[src/rtl/psram_pkg.sv]
`default_nettype none
// =============================================================================
// Module   : psram_pkg
// Brief    : Shared state encodings, port selectors and 50 MHz timing defaults
//            for the asynchronous-mode CellularRAM arbiter.
// Revision : 1.0 - initial release
// =============================================================================
package psram_pkg;

    typedef logic [1:0] state_t;

    localparam state_t IDLE    = 2'd0;
    localparam state_t ACCESS  = 2'd1;
    localparam state_t RECOVER = 2'd2;

    localparam logic PORT_VID  = 1'b0;
    localparam logic PORT_HOST = 1'b1;

    // 4 x 20 ns = 80 ns strobe width covers the 70 ns part at 50 MHz
    localparam int DEF_ADDR_W      = 23;
    localparam int DEF_ACCESS_CYC  = 4;
    localparam int DEF_RECOVER_CYC = 1;

endpackage
`default_nettype wire

[src/rtl/psram_arb2.sv]
`default_nettype none
// =============================================================================
// Module   : psram_arb2
// Brief    : Two-port grant select (video / host). Fixed video priority, or
//            round-robin when PSRAM_RR_ARB_EN is defined.
// Revision : 1.0 - initial release
// =============================================================================
module psram_arb2
    import psram_pkg::*;
(
    input  logic clk,
    input  logic rst,
    input  logic i_vidReq,
    input  logic i_hostReq,
    input  logic i_take,
    output logic o_grant
);

`ifdef PSRAM_RR_ARB_EN
    logic r_ptr;

    // r_ptr names the port that wins a tie; a lone requester always wins
    always_comb begin
        o_grant = PORT_VID;
        if (i_vidReq && i_hostReq) begin
            o_grant = r_ptr;
        end else if (i_hostReq) begin
            o_grant = PORT_HOST;
        end
    end

    always_ff @(posedge clk) begin
        if (rst) begin
            r_ptr <= PORT_VID;
        end else if (i_take) begin
            r_ptr <= ~o_grant;
        end
    end
`else
    logic w_unused;
    assign w_unused = &{1'b0, clk, rst, i_take};
    assign o_grant  = (i_hostReq && !i_vidReq) ? PORT_HOST : PORT_VID;
`endif

endmodule
`default_nettype wire

[src/rtl/psram_async_arbiter.sv]
`default_nettype none
// =============================================================================
// Module   : psram_async_arbiter
// Brief    : Sequences asynchronous CellularRAM accesses for the video fetch
//            and host ports. Optional round-robin via PSRAM_RR_ARB_EN.
// Revision : 1.0 - initial release
// =============================================================================
module psram_async_arbiter
    import psram_pkg::*;
#(
    parameter int ADDR_W      = DEF_ADDR_W,
    parameter int ACCESS_CYC  = DEF_ACCESS_CYC,
    parameter int RECOVER_CYC = DEF_RECOVER_CYC
) (
    input  logic              clk,
    input  logic              rst,
    input  logic              vid_req,
    input  logic [ADDR_W-1:0] vid_addr,
    output logic              vid_done,
    output logic [15:0]       vid_rdata,
    input  logic              host_req,
    input  logic              host_we,
    input  logic [ADDR_W-1:0] host_addr,
    input  logic [15:0]       host_wdata,
    input  logic [1:0]        host_be,
    output logic              host_done,
    output logic [15:0]       host_rdata,
    output logic [ADDR_W-1:0] mem_adr,
    output logic [15:0]       mem_db_o,
    output logic              mem_db_t,
    input  logic [15:0]       mem_db_i,
    output logic              mem_cs_n,
    output logic              mem_oe_n,
    output logic              mem_we_n,
    output logic              mem_lb_n,
    output logic              mem_ub_n,
    output logic              mem_adv_n,
    output logic              mem_clk,
    output logic              mem_cre
);

    localparam int c_cntMax = (ACCESS_CYC > RECOVER_CYC) ? ACCESS_CYC : RECOVER_CYC;
    localparam int c_cntW   = (c_cntMax > 1) ? $clog2(c_cntMax) : 1;
    localparam logic [c_cntW-1:0] c_accLast = c_cntW'(ACCESS_CYC - 1);
    localparam logic [c_cntW-1:0] c_recLast = c_cntW'(RECOVER_CYC - 1);

    state_t              r_state;
    logic [c_cntW-1:0]   r_cnt;
    logic                r_port;
    logic                r_we;

    logic                w_anyReq;
    logic                w_take;
    logic                w_grant;
    logic                w_reqWe;
    logic [ADDR_W-1:0]   w_reqAddr;

    assign mem_adv_n = 1'b0;
    assign mem_clk   = 1'b0;
    assign mem_cre   = 1'b0;

    assign w_anyReq  = vid_req | host_req;
    assign w_take    = (r_state == IDLE) && w_anyReq;
    assign w_reqWe   = (w_grant == PORT_HOST) ? host_we : 1'b0;
    assign w_reqAddr = (w_grant == PORT_HOST) ? host_addr : vid_addr;

    psram_arb2 u_arb (
        .clk       (clk),
        .rst       (rst),
        .i_vidReq  (vid_req),
        .i_hostReq (host_req),
        .i_take    (w_take),
        .o_grant   (w_grant)
    );

    always_ff @(posedge clk) begin
        if (rst) begin
            r_state    <= IDLE;
            r_cnt      <= '0;
            r_port     <= PORT_VID;
            r_we       <= 1'b0;
            mem_adr    <= '0;
            mem_db_o   <= '0;
            mem_db_t   <= 1'b1;
            mem_cs_n   <= 1'b1;
            mem_oe_n   <= 1'b1;
            mem_we_n   <= 1'b1;
            mem_lb_n   <= 1'b1;
            mem_ub_n   <= 1'b1;
            vid_done   <= 1'b0;
            vid_rdata  <= '0;
            host_done  <= 1'b0;
            host_rdata <= '0;
        end else begin
            vid_done  <= 1'b0;
            host_done <= 1'b0;
            case (r_state)
                IDLE: begin
                    // Strobes are registered here so they assert in the first ACCESS cycle
                    if (w_anyReq) begin
                        r_state  <= ACCESS;
                        r_cnt    <= '0;
                        r_port   <= w_grant;
                        r_we     <= w_reqWe;
                        mem_adr  <= w_reqAddr;
                        mem_cs_n <= 1'b0;
                        mem_oe_n <= w_reqWe;
                        mem_we_n <= ~w_reqWe;
                        mem_db_t <= ~w_reqWe;
                        mem_lb_n <= w_reqWe & ~host_be[0];
                        mem_ub_n <= w_reqWe & ~host_be[1];
                        if (w_reqWe) begin
                            mem_db_o <= host_wdata;
                        end
                    end
                end
                ACCESS: begin
                    if (r_cnt == c_accLast) begin
                        r_state  <= RECOVER;
                        r_cnt    <= '0;
                        mem_cs_n <= 1'b1;
                        mem_oe_n <= 1'b1;
                        mem_we_n <= 1'b1;
                        mem_lb_n <= 1'b1;
                        mem_ub_n <= 1'b1;
                        if (r_port == PORT_VID) begin
                            vid_done <= 1'b1;
                            if (!r_we) begin
                                vid_rdata <= mem_db_i;
                            end
                        end else begin
                            host_done <= 1'b1;
                            if (!r_we) begin
                                host_rdata <= mem_db_i;
                            end
                        end
                    end else begin
                        r_cnt <= r_cnt + 1'b1;
                    end
                end
                RECOVER: begin
                    // Write data stays driven through recovery for hold time
                    if (r_cnt == c_recLast) begin
                        r_state  <= IDLE;
                        r_cnt    <= '0;
                        mem_db_t <= 1'b1;
                    end else begin
                        r_cnt <= r_cnt + 1'b1;
                    end
                end
                default: begin
                    r_state  <= IDLE;
                    r_cnt    <= '0;
                    mem_db_t <= 1'b1;
                    mem_cs_n <= 1'b1;
                    mem_oe_n <= 1'b1;
                    mem_we_n <= 1'b1;
                    mem_lb_n <= 1'b1;
                    mem_ub_n <= 1'b1;
                end
            endcase
        end
    end

endmodule
`default_nettype wire

[config.mk]
export PLATFORM = sky130hd
export DESIGN_NAME = psram_async_arbiter
export DESIGN_NICKNAME = d
export VERILOG_FILES = /design/src/rtl/psram_pkg.sv /design/src/rtl/psram_arb2.sv /design/src/rtl/psram_async_arbiter.sv
export SDC_FILE = /design/constraint.sdc
export NUM_CORES = 1
export LEC_CHECK = 0
export BUFFER_PORTS_ARGS = -buffer_cell sky130_fd_sc_hd__buf_2
export CAP_MARGIN = 20
export CORE_MARGIN = 1
export CORE_UTILIZATION = 28
export DETAILED_ROUTE_END_ITERATION = 8
export PLACE_DENSITY = 0.52
export SYNTH_ARGS = -nofsm -noshare
export SYNTH_HDL_FRONTEND = slang
export SYNTH_SLANG_ARGS = --single-unit
export TNS_END_PERCENT = 30
[constraint.sdc]
create_clock -name clk -period 2.4 [get_ports clk]
set_input_delay 0.24 -clock clk [delete_from_list [all_inputs] [get_ports clk]]
set_output_delay 0.24 -clock clk [all_outputs]
set_load 0.01 [all_outputs]
## Word level (Yosys, flattened, before mapping)

Index checks and enable logic that the tools add are counted.

- Add/sub/neg operators: 1
- Equality and inequality tests: 6
- Multiplexer cells: 26
- Bitwise gates (word level): 11
- Reduce and logical (&&, ||, !) cells: 12

Operators with widths:

| operator | number |
|---|---|
| two-way mux 23 bit | 1 |
| one-hot mux 1 bit (3 select lines) | 6 |
| two-way mux 2 bit | 6 |
| one-hot mux 2 bit (3 select lines) | 2 |
| AND reduction 3 bit | 4 |
| two-way mux 1 bit | 11 |
| NOT 1 bit | 8 |
| AND reduction 4 bit | 2 |
| inequality test 2 bit, second input constant | 3 |
| == test 2 bit, second input constant | 2 |
| zero test 2 bit | 2 |
| OR reduction 3 bit | 1 |
| adder 2 x 1 -> 2 bit, second input constant | 1 |
| bitwise AND 1 bit | 2 |
| == test 2 x 1 -> 1 bit, second input constant | 1 |
| AND reduction 2 bit | 1 |
| logical AND 1 bit | 1 |
| zero test 1 bit | 1 |
| OR 1 bit | 1 |

- Flip-flop bits (word level): 85
- Input bits: 85
- Output and inout port bits: 82
- Logic and storage cells: 72

## Logic depth before layout (Yosys ltp)

Gate-level depths: netlist of run 1.

- Word-level depth: 7
- Mapped depth: 8
- Depth with buffers taken out: 5

## Modules after synthesis

Synthesis of run 1 repeated with hierarchy kept, for this count alone.

- Cell total of the unflattened synthesis: 396
- Area total of the unflattened synthesis: 3415.8 um^2

Modules (own cells, without submodules):

| module | times used | cells an instance | area each (um^2) | seq. area each (um^2) |
|---|---|---|---|---|
| psram_async_arbiter | 1 | 395 | 3402.0 | 1701.6 |
| psram_arb2 | 1 | 1 | 13.8 | 0.0 |

## Worst setup path after synthesis of run 1

Ideal clock, no wire load.

- Kind: reg2reg
- From: register r_state[1]
- To: register mem_cs_n
- Setup time: 0.120 ns
- Arrival time: 1.565 ns
- Required time: 2.280 ns
- Slack: 0.715 ns
- Stages on the path, launching flop included: 8
- Buffers on the path: 2
- Clock period less this slack: 1.685 ns
- Cells stage by stage: dfxtp_1 -> inv_1 -> ha_1 -> buf_6 -> nor2b_4 -> or3_1 -> buf_2 -> a211o_1

- Word-level cells in the longest chain between the ends: 3
- Elaborated cells on any way between the ends: 8
- Those cells by class: eq/ne (4); mux (1); bitwise (1); reduce/logical (2)

RTL lines:

| item | RTL line | RTL |
|---|---|---|
| start: declaration | psram_async_arbiter.sv:47 | `state_t r_state;` |
| start signal: assignment | psram_async_arbiter.sv:78 | `r_state <= IDLE;` |
| start signal: assignment | psram_async_arbiter.sv:101 | `r_state <= ACCESS;` |
| start signal: assignment | psram_async_arbiter.sv:119 | `r_state <= RECOVER;` |
| == test 2 x 1 -> 1 bit (tied with other cells) | psram_async_arbiter.sv:97 | `case (r_state)` |
| inequality test 2 bit (no line) or NOT 1 bit (tied branches) | n/a |  |
| AND reduction 3 bit (no line) | n/a |  |
| end signal: assignment | psram_async_arbiter.sv:85 | `mem_cs_n <= 1'b1;` |
| end signal: assignment | psram_async_arbiter.sv:106 | `mem_cs_n <= 1'b0;` |
| end signal: assignment | psram_async_arbiter.sv:121 | `mem_cs_n <= 1'b1;` |
| end: declaration | psram_async_arbiter.sv:32 | `output logic mem_cs_n,` |

Several ways; a longest one is shown, not always the timed one.
A chain may end at the register's enable or synchronous reset.

## Worst setup path in the final report of run 1

Same ends and word-level chain as after synthesis.

==> flow_summary.toml, run 1 <==
[synthesis]
netlist.area_leader.share_pct = 50.0
syn_inst = 397
ys_warn_count = 0
yosysUniqueCellTypes = 38
yosys-top-cells-area = "dfxtp_1, a21oi_1, nand2_1"
synth_area_sq_um = 3400
ys.flop_type = "dfxtp_1"
yosysSeqAreaShare_pct = 50.0
ys_ff_latch = 85
async_flop_share_pct = 0
yosys.area.top_type = "dfxtp_1"
syn_avg_cell_area_sq_um = 8.57
yosys.cell_count.top_type = "nand2_1"
yosys-top-cells-count = "nand2_1, dfxtp_1, a21oi_1, mux2i_1, o21ai_0"
synth_edf_count = 0

[run_status]
status = "finished, violations left"
violations = "design-rule violations"

[worst_setup_path]
r2r_cells = 5
worstPathMaxFanout = 12
start_kind = "register"
required_ps = 2620
critPathCaptureType = "register"
path_class = "reg2reg"
cp_data_arrival_time_ps = 2080

[timing]
fin_ws_ps = 545
setup_violations = 0
hold_ws_ps = 141
hold_violations = 0
slew_headroom_pct = 46.6
tns_ps = 0
clock.fmax_mhz = 539
tightestPinTransition_ps = 800
worst_clock_skew_ps = 5.93
grt_setup_unrepaired = "false"
fin_crit_sh_pct = 77.3
finalCriticalPeriod_ps = 1850
final_max_slew_viol_count = 0

[grt]
grt_util_met3_pct = 5.02
grt_max_degree = 61
grt_pass1_wl_microns = 14500
grt_util_met2_pct = 23.1
antenna_found_initial = 0
overflow = 0
use_met1_pct = 18.2
grt_pass1_vias = 2989
grtUsageTotal_pct = 14.7
busiest_layer = "met2"

[drt]
drt_iter0_markers = 174
ant_nets = 0
wl_per_cell_microns = 13.2
vias = 3215
drc_errors = 11
wirelength_microns = 9130
dr.pass1.iters = 6
viasPerCell = 4.64

[clocking]
clk_latency_ps = 330
clock_sinks = 85
cts_made_buffers = 9
cts_max_level = 3
cts_setup_buffers = 0
root_buffer = "clkbuf_16"
cts_tree = "done"
clk_pin_slew_ps = 60
clockBufferDepth = 2
ctsHoldBuffers = 0
cts_resized = 0

[layout]
antennaDiodeCount = 0
layout-drive-gt1-share_pct = 33.6
final_nets = 638
final_util_pct = 39.2
area_growth_pct = 33.8

[floorplanning]
ios = 167
initial_core_util_pct = 29.3
die_area_sq_um = 12600
rows = 39
core_area_sq_um = 11600
die_y_microns = 112
die_w_microns = 112

[placement]
place_congestion = 0.708
dp_hpwl_microns = 6570
dp_slack_ps = 539
port_buffers = 163

[pwr]
ir_drop_uv = 289
p_leak_nw = 2.13
power_density_nw_per_um2 = 691

[worst_hold_path]
hp-class = "in2reg"
worstHoldPathCells = 3

[flow_run]
drv_cap = 0
## layer usage
layer  part of all wire [%]  vias up
li1                       -     1642
met2                     44      135
met1                     44     1426
met4                    1.3        0
met3                     10       12
met5                      0        -
## per-stage QoR
stage	power, mW	instances	cell area (sq um)
2_1_floorplan	1.79	399	3410
3_3_place_gp	1.96	679	4300
3_5_place_dp	1.97	679	4300
4_1_cts	3.20	693	4550
5_1_grt	3.30	693	4550
6_report	3.14	693	4550
## cells by family (layout without fill, tap and decap cells)
| group | after synthesis | after routing | share of synthesized area [%] |
|---|---|---|---|
| buf+inv | 40 | 191 | 5.63 |
| fa+ha+maj | 6 | 6 | 2.21 |
| other cells | 1 | 3 | 0.110 |
| simple gates | 125 | 125 | 16.3 |
| compound gates | 114 | 114 | 18.1 |
| flops | 85 | 85 | 50.0 |
| mux | 26 | 26 | 7.65 |
## report_power, final
| part | internal (mW) | leakage, nW | switching [mW] | total (mW) |
|---|---|---|---|---|
| Combinational | 0.182 | 1.31 | 0.228 | 0.411 |
| Sequential | 1.48 | 0.694 | 0.0373 | 1.52 |
| Clock | 0.689 | 0.119 | 0.523 | 1.21 |
## path summary, 6_finish.rpt
kind | start | end | slack (ps)
setup / recovery | r_state[1] | mem_cs_n | 550
hold / removal | host_wdata[13] | mem_db_o[13] | 140
setup reg to reg | r_state[1] | mem_cs_n | 550
hold reg to reg | vid_rdata[9] | vid_rdata[9] | 450
## sequential cells by signal (all words and copies together), names as in the netlist, 2 cells and up
signal      cells
r_state         2
mem_db_o       16
r_cnt           2
mem_adr        23
vid_rdata      16
host_rdata     16
## placed cells by master (no fill, tap or decap), types with 2 or more instances in the layout
cell,instances
buf_2,163
nand2_1,99
dfxtp_1,85
a21oi_1,75
mux2i_1,26
o21ai_0,25
clkbuf_16,9
buf_4,8
inv_1,6
ha_1,6
nor2_1,5
nor3_1,4
nand2b_1,3
o31ai_1,3
conb_1,3
clkbuf_1,3
and4b_1,2
nand4b_1,2
o31a_1,2
o211ai_1,2
## cell type report
cell class	count	area (sq um)
fill	1230	7060
sequential	85	1700
multi-input combinational	274	1520
timing repair buffer	171	876
clock buffer	12	236
tap	143	179
inverter	6	22.5
clock inverter	2	12.5
## worst max-delay path, stage by stage (launching register included)
cell	delay, ps
dfxtp_1	360
inv_1	90
ha_1	310
nor3b_2	250
or3_1	410
a211o_1	320
(Power assumes the default switching activity.)
==> run 2: changes to the inputs <==
- ABC_AREA: default -> 1
- clock period: 2.4 -> 1.75 ns (I/O delays scaled with it)
==> flow_summary.toml, run 2 <==
[timing]
tightestPinTransition_ps = 551
clock.fmax_mhz = 646
setup_violations = 0
finalCriticalPeriod_ps = 1550
grt_setup_unrepaired = "true"
slew_headroom_pct = 63.2
worst_clock_skew_ps = 8.66
hold_violations = 0
final_max_slew_viol_count = 0
tns_ps = 0
fin_crit_sh_pct = 88.4

[grt]
grtUsageTotal_pct = 14.8
grt_pass1_wl_microns = 15200
grt_pass1_vias = 3292
grt_max_degree = 40
overflow = 0
antenna_found_initial = 0

[worst_hold_path]
hp-class = "in2reg"
worstHoldPathCells = 3

[synthesis]
synthAdderAreaFrac_pct = 2.10
synth_area_sq_um = 3570
yosys.cell_count.top_type = "nand2_1"
synthSimpleGateAreaFrac_pct = 30.0
synth_top_family_by_area = "simple AND/OR/NAND/NOR gates"
ys_ff_latch = 85
ys.flop_type = "dfxtp_1"
ys_warn_count = 0
syn_avg_cell_area_sq_um = 7.41
yosysUniqueCellTypes = 26
yosys.area.top_type = "dfxtp_1"
synth_compound_area_share_pct = 12.3
yosysSeqAreaShare_pct = 47.6
synth_mux_area_share_pct = 0
async_flop_share_pct = 0
synth_xor_area_share_pct = 0
yosys-top-cells-area = "dfxtp_1, nand2_1, nor2_1"
synth_edf_count = 0
syn_inst = 482
yosys-top-cells-count = "nand2_1, dfxtp_1, nor2_1, a21oi_1, o21ai_0"
netlist.area_leader.share_pct = 47.6

[layout]
antennaDiodeCount = 0
fillers = 1332
final_cell_mix = "buf_2, nand2_1, dfxtp_1"
area_growth_pct = 33.2
layout-drive-gt1-share_pct = 31.4
final_common_cell = "buf_2"
final_nets = 726
largest_reg_flops = 23
regMostFlops = "mem_adr"
fin_cells = 808

[drt]
viasPerCell = 4.33
dr.pass1.iters = 4
drt_iter0_markers = 187
drc_errors = 0
wl_per_cell_microns = 11.7
wirelength_microns = 9480
vias = 3498
ant_nets = 0

[worst_setup_path]
cp_data_arrival_time_ps = 1830
path_class = "reg2reg"
critPathBufInv = 3
start_kind = "register"
required_ps = 2030
ff2ff_setup_slack_ps = 200
slowest_stage = "dfxtp_1"
worstPathMaxFanout = 17
r2r_cells = 8
critPathCaptureType = "register"
cp_top_family = "buffers and inverters"
cp.depth = 8
worst_path_largest_cell_delay_ps = 310
cp_cell_sequence = "inv_1 > ha_1 > nand2_2 > inv_1 > nand2_2 > inv_2 > nor2_1 > nor2_1"

[placement]
place_congestion = 0.783
dp_cells = 792
port_buffers = 163
dp_hpwl_microns = 7140

[clocking]
clk_latency_ps = 340
cts_resized = 0
clock_sinks = 85
root_buffer = "clkbuf_16"
cts_made_buffers = 9
cts_tree = "done"
ctsHoldBuffers = 0
clockBufferDepth = 2
clk_pin_slew_ps = 70
cts_max_level = 3
cts_setup_buffers = 0

[floorplanning]
die_y_microns = 115
rows = 40
die_area_sq_um = 13200
initial_core_util_pct = 29.3
die_w_microns = 115
ios = 167
core_area_sq_um = 12200

[pwr]
p_leak_nw = 2.33
power_density_nw_per_um2 = 1080
ir_drop_uv = 486

[run_status]
status = "completed"

[flow_run]
drv_cap = 0
-- run 2: changes by cell type in the layout (fill, tap and decap cells not counted), moves of 4 or more --
cell,change
o21ai_0,+9
nor2_1,+61
nand2_1,+57
inv_1,+7
buf_4,-4
mux2i_1,-26
nand2_2,+4
a21oi_1,-28
nand3_1,+24
-- run 2: per-stage QoR --
stage / hold slack (ps) / setup slack, ps / power, mW / area [sq um] / util, %
floorplan: 339 / 400 / 2.86 / 3580 / -
global placement: 441 / 252 / 3.18 / 4450 / 36.4
detailed placement: 441 / 178 / 3.20 / 4450 / 36.4
CTS: 84.9 / 170 / 5.23 / 4760 / 39.0
global route: 99.1 / -18.7 / 5.43 / 4760 / 39.0
finish: 91.8 / 202 / 5.13 / 4760 / 39.0
-- run 2: final timing paths --
path               start       endpoint
max           r_state[1]  host_rdata[8]
min          mem_db_i[6]  host_rdata[6]
max reg2reg   r_state[1]  host_rdata[8]
min reg2reg     mem_cs_n       mem_cs_n
-- run 2: final cells by class --
type                    instances  area, sq um  share of cell area, %
clock inverters                 7         86.3                   1.81
repair buffers                168          866                   18.2
flip-flops and latches         85         1700                   35.8
clock buffers                   9          225                   4.73
multi-input cells             353         1600                   33.6
inverters                      18         72.6                   1.52
well taps                     168          210                   4.42
-- run 2: power by group --
group          leakage [nW]  switching (mW)  internal, mW
registers             0.692          0.0710          2.08
clock network         0.151           0.855          1.14
logic                  1.49           0.616         0.375
total                  2.33            1.54          3.59
-- run 2: worst min-delay path, delay by kind of cell --
family	cells	cell delay, ps
and+or+nand+nor	1	70
AOI/OAI and AO/OA	1	70
buffers and inverters	1	80
-- run 2: cells by family (layout without fill, tap and decap cells) --
family,count (synthesis),after routing
fa+ha+maj,6,6
compound gates,85,85
buf+inv,46,202
simple gates,259,259
flops,85,85
other cells,1,3
-- run 2: routing by layer --
metal / track usage, % / routed length [microns] / vias to the layer above
li1: - / - / 1838
met1: 17.3 / 4250 / 1531
met2: 25.2 / 4440 / 109
met3: 3.22 / 534 / 20
met4: 7.97 / 247 / 0
met5: 0 / 0 / -
